File: src/rtl/latch_sipo_capture.sv
`timescale 1ns/1ps
// latch_sipo_capture
// Serial-in/parallel-out capture stage fed by the d_latch q_out.
// The serial stream is resynchronised into clk_in, shifted in under
// en_in for a programmable WIDTH bits, and the finished word is
// presented with a valid/ack handshake.
//
// Build option: LATCH_SIPO_PARITY_EN
//   defined   -> one extra even-parity bit follows the data bits
//                (PAR state), parity_err_out port exists
//   undefined -> SHIFT goes straight to HOLD, no parity_err_out port
//
// Ports
//   clk_in          system clock, rising edge
//   rst_n_in        async active-low reset
//   d_in            serial data, asynchronous to clk_in
//   en_in           shift enable, one bit per clock in SHIFT/PAR
//   start_in        begin a new capture
//   ack_in          downstream accepts the presented word
//   par_out         captured word, MSB = first bit received
//   valid_out       par_out holds a complete word (HOLD)
//   busy_out        capture in progress (SHIFT or PAR)
//   parity_err_out  even-parity mismatch on the presented word
//
// state | meaning
// ------+-------------------------------------------------
// IDLE  | waiting for start_in
// SHIFT | sampling data bits while en_in is high
// PAR   | sampling the parity bit (parity build only)
// HOLD  | word presented on par_out, waiting for ack_in
module latch_sipo_capture #(
  parameter int WIDTH = 8
) (
  input  logic             clk_in,
  input  logic             rst_n_in,
  input  logic             d_in,
  input  logic             en_in,
  input  logic             start_in,
  input  logic             ack_in,
  output logic [WIDTH-1:0] par_out,
  output logic             valid_out,
  output logic             busy_out
`ifdef LATCH_SIPO_PARITY_EN
  ,
  output logic             parity_err_out
`endif
);

  localparam int CW = $clog2(WIDTH);
  localparam logic [CW-1:0] CNT_LAST = CW'(WIDTH - 1);

  typedef enum logic [1:0] {
    ST_IDLE  = 2'd0,
    ST_SHIFT = 2'd1,
    ST_PAR   = 2'd2,
    ST_HOLD  = 2'd3
  } state_t;

  state_t           state_q, state_d;
  logic [CW-1:0]    cnt_q, cnt_d;
  logic [WIDTH-1:0] sr_q, sr_d;
  logic [WIDTH-1:0] par_q, par_d;
  logic             valid_q, valid_d;
  logic             busy_q, busy_d;
  logic             sync_meta_q;
  logic             d_s_q;
  logic [WIDTH-1:0] sr_shift;
`ifdef LATCH_SIPO_PARITY_EN
  logic             perr_q, perr_d;
`endif

  // Two-flop synchroniser; only d_s_q is ever used by the capture logic.
  always_ff @(posedge clk_in or negedge rst_n_in) begin
    if (!rst_n_in) begin
      sync_meta_q <= 1'b0;
      d_s_q       <= 1'b0;
    end else begin
      sync_meta_q <= d_in;
      d_s_q       <= sync_meta_q;
    end
  end

  assign sr_shift = {sr_q[WIDTH-2:0], d_s_q};

  always_ff @(posedge clk_in or negedge rst_n_in) begin
    if (!rst_n_in) begin
      state_q <= ST_IDLE;
      cnt_q   <= '0;
      sr_q    <= '0;
      par_q   <= '0;
      valid_q <= 1'b0;
      busy_q  <= 1'b0;
`ifdef LATCH_SIPO_PARITY_EN
      perr_q  <= 1'b0;
`endif
    end else begin
      state_q <= state_d;
      cnt_q   <= cnt_d;
      sr_q    <= sr_d;
      par_q   <= par_d;
      valid_q <= valid_d;
      busy_q  <= busy_d;
`ifdef LATCH_SIPO_PARITY_EN
      perr_q  <= perr_d;
`endif
    end
  end

  always_comb begin
    state_d = state_q;
    cnt_d   = cnt_q;
    sr_d    = sr_q;
    par_d   = par_q;
`ifdef LATCH_SIPO_PARITY_EN
    perr_d  = perr_q;
`endif
    case (state_q)
      ST_IDLE: begin
        if (start_in) begin
          state_d = ST_SHIFT;
          cnt_d   = '0;
          sr_d    = '0;
`ifdef LATCH_SIPO_PARITY_EN
          perr_d  = 1'b0;
`endif
        end
      end
      ST_SHIFT: begin
        if (en_in) begin
          sr_d = sr_shift;
          // Counter parks at WIDTH-1 on the last bit instead of wrapping.
          if (cnt_q == CNT_LAST) begin
`ifdef LATCH_SIPO_PARITY_EN
            state_d = ST_PAR;
`else
            state_d = ST_HOLD;
            par_d   = sr_shift;
`endif
          end else begin
            cnt_d = cnt_q + CW'(1);
          end
        end
      end
`ifdef LATCH_SIPO_PARITY_EN
      ST_PAR: begin
        if (en_in) begin
          perr_d  = (^sr_q) ^ d_s_q;
          par_d   = sr_q;
          state_d = ST_HOLD;
        end
      end
`endif
      ST_HOLD: begin
        if (ack_in) begin
          if (start_in) begin
            state_d = ST_SHIFT;
            cnt_d   = '0;
            sr_d    = '0;
`ifdef LATCH_SIPO_PARITY_EN
            perr_d  = 1'b0;
`endif
          end else begin
            state_d = ST_IDLE;
          end
        end
      end
      default: state_d = ST_IDLE;
    endcase
  end

  // Status flags are decoded from the next state so the outputs come
  // straight from flops.
  always_comb begin
    valid_d = (state_d == ST_HOLD);
    busy_d  = (state_d == ST_SHIFT) || (state_d == ST_PAR);
  end

  assign par_out   = par_q;
  assign valid_out = valid_q;
  assign busy_out  = busy_q;
`ifdef LATCH_SIPO_PARITY_EN
  assign parity_err_out = perr_q;
`endif

endmodule
File: config.mk
export PLATFORM = sky130hd
export DESIGN_NAME = latch_sipo_capture
export DESIGN_NICKNAME = d
export VERILOG_FILES = /design/src/rtl/latch_sipo_capture.sv
export SDC_FILE = /design/constraint.sdc
export NUM_CORES = 1
export LEC_CHECK = 0
export CELL_PAD_IN_SITES_DETAIL_PLACEMENT = 1
export CELL_PAD_IN_SITES_GLOBAL_PLACEMENT = 1
export CORE_MARGIN = 2
export CORE_UTILIZATION = 40
export DETAILED_ROUTE_END_ITERATION = 8
export PLACE_DENSITY_LB_ADDON = 0.1
export SYNTH_ARGS = -nofsm -noshare
export SYNTH_HDL_FRONTEND = slang
export SYNTH_SLANG_ARGS = --single-unit
export TNS_END_PERCENT = 5
File: constraint.sdc
create_clock -name clk_in -period 1.85 [get_ports clk_in]
set_input_delay 0.37 -clock clk_in [delete_from_list [all_inputs] [get_ports clk_in]]
set_output_delay 0.37 -clock clk_in [all_outputs]
set_load 0.02 [all_outputs]
==> results.md <==
* Status: finished, final reports clean
* Clock transition at the registers of the reported paths at between 0.1 and 0.15 ns
* CTS tree: done
* Top cells by area, synth: dfrtp_1 58%, mux2_2 8.7%, nand4b_1 5.9%
* Fraction of power spent switching nets at 33.5%
* Highest net fanout along the worst path at 2
* Final routed wire length divided by cell count at 15.6 um
* Commonest non-fill, non-tap cell in the layout: dfrtp_1
* Skew-Pair Late Insertion Delay at between 0.3 and 0.4 ns
* Count of instances resized after the clock tree is built at 0
* Maximum buffer depth of the clock tree at 2
* CP Launch Type: register
* Setup repair bufs after CTS at 0
* GRT met2 Usage at about 30%
* Final count of hold timing violations at 0
* DP Wirelength at 1.43 mm
* Final GP Congestion at 0.737
* Hold buffers post-CTS at 0
* Die Span Y at 54.9 um
* Net switching power of the design at 0.593 mW
* Data arrival, critical path at 1.28 ns
* Timing-limited maximum frequency at 607 MHz
* Die span in x at 54.9 um
* Library cell used as clock root buffer: clkbuf_4
* Max incr delay on CP at approximately 0.6 ns
* Vias after detailed routing at between 700 and 800
* Relative contribution of sequential cells to total power at between 40 and 50%
* Tcrit/Tclk final at 89.1%
* # nets final at 109
* Avg Vias per Cell at 5.49
* Met3 track demand over resource at 5.65%
* IO Count at 16
* Number of remaining DRC errors at 0
* Final worst clock skew at 0.00589 ns
* Worst setup path class: register to output pin
* Unique masters post-synth at 20
* Worst-margin pin slew at about 0.54 ns
* DIE AREA at 0.00302 sq mm
* Area Growth Syn to Fin at 20.4%
* Peak VDD IR at about 770 uV
* Most frequent cells in the layout: 24 x dfrtp_1, 15 x clkdlybuf4s50_1, 11 x nand2_1
* WP buf/inv at 1
* Final setup vio count at 0
* First-iteration detailed-routing DRC count at 1
* Gr usage total at between 10% and 20%
* Sink Count at 24
* Gate count after technology mapping at 81
* Normalized max-slew margin at a little under two thirds
* Hold Crit Class: register to register
* Initial antenna violation count at 0
* Yosys warning total at 0
* Leftover overflow at the end of global routing at 0
* Global-route met1 utilization at 19.0%
* Crit path required time at ~1.5 ns
* Net Count, Synth at 90
* Top-area cell type share of the netlist area at 57.9%
* Combined area of all synthesized cells at between 0.001 and 0.0015 sq mm
* DRT Pass-1 Iters at 3
* Clk network pwr share at 15.1%
* Routed WL at 2.01 mm
* Slowest stage cell, crit path: clkdlybuf4s50_1
* Critical Path End Type: output pin
* Share of layout cells above drive strength 1 at 19.2%
* Critical Path, Cell by Cell: clkdlybuf4s50_1
* First-pass GRT wire length at 3.40 mm
* Relative contribution of combinational cells to total power at around 36%
* Count of H-tree levels built during CTS at 1
* Core region area at about 0.0025 sq mm
* Final Critical Period at 1.65 ns
* Cell class contributing the biggest share of worst-path delay: buffers and inverters
* Internal power at 1.18 mW
* Fraction of the yosys area taken by sequential cells at 57.9%
* Initial standard-cell utilization of the core at 41.9%
* Layer carrying the most global-route usage: met2
* Mean Syn Cell Area at about 13 sq um
* Remaining antenna violation count after routing at 0
* Unrepaired setup endpoints after global routing: false
* Number of pins exceeding their max-slew limit in the final report at 0
* Setup TNS Final at 0 ns
* Number of global-route vias before repair at 758
* Fin Hold WS at 0.385 ns
* Static leakage at 0.558 nW
* Count of antenna diodes in the layout at 0
* Power density over the cells at 1420 mW/mm^2
* Cell taking the most area after synthesis: dfrtp_1
* Number of max-cap violations at 0
* Register bit count reported by yosys at 24
* Number of rows in the core area at 18
* Input/output buffers at 15
* Largest net degree at the start of global routing at 25
* Clock buffer count from CTS at 3
registers in the layout, summed over array words and instances, names as in the netlist:
name,cells
busy_out,1
sync_meta_q,1
d_s_q,1
valid_out,1
cnt_q,3
state_q,2
par_out,8
sr_q,7
worst paths after layout:
| kind | end | slack (ns) | cells past startpoint | start |
|---|---|---|---|---|
| max | par_out[2] | 0.20 | 1 | par_out[2] |
| min | d_s_q | 0.38 | 0 | sync_meta_q |
| max reg2reg | par_out[4] | 0.21 | 5 | cnt_q[0] |
| min reg2reg | d_s_q | 0.38 | 0 | sync_meta_q |
| max in group asynchronous | par_out[3] | 1.21 | 2 | rst_n_in |
| min in group asynchronous | cnt_q[1] | 0.40 | 2 | rst_n_in |
synth_stat cells, drive strengths merged:
cell    instances
a21oi           1
a22oi           2
and3b           1
and4bb          1
buf             4
dfrtp          24
ha              3
inv             1
mux2            8
mux2i           2
nand2          11
nand4           1
nand4b          8
nor2            2
o21ai          12
power by group through the flow:
stage                     sequential [mW]  clock (mW)  combinational (mW)
after floorplan                     0.933           0               0.311
after global placement              0.861           0               0.630
after detailed placement            0.876           0               0.655
after CTS                           0.865       0.280               0.657
after global routing                0.897       0.302               0.716
final                               0.862       0.267               0.643
metal layers:
metal  vias up  wire length, um
met5         -                0
met4         0               15
met3         2               82
met2        16             1020
met1       360              896
li1        330                -
layout make-up:
type / instances / area, sq um
clock buffer: 4 / 36.3
fill: 271 / 1230
inverter: 1 / 3.75
multi-input combinational: 52 / 398
sequential: 24 / 601
tap: 30 / 37.5
timing repair buffer: 18 / 173
stage by stage:
stage	cells	area [sq um]	power, mW	setup slack [ns]	utilization, %
floorplan	81	1040	1.24	0.384	-
global placement	125	1210	1.49	0.181	48.9
detailed placement	125	1210	1.53	0.0894	48.9
CTS	129	1250	1.80	0.183	50.4
global route	129	1250	1.91	0.125	50.4
finish	129	1250	1.77	0.202	50.4
cell families after synthesis:
kind of cell	after synthesis	synth area share, %
AO/OA/AOI/OAI	15	7.72
buffers and inverters	5	3.74
adder cells (fa/ha/maj)	3	3.62
AND/OR/NAND/NOR	24	16.4
multiplexers	10	10.6
flip-flops	24	57.9
Power figures use the tool's default switching activity.
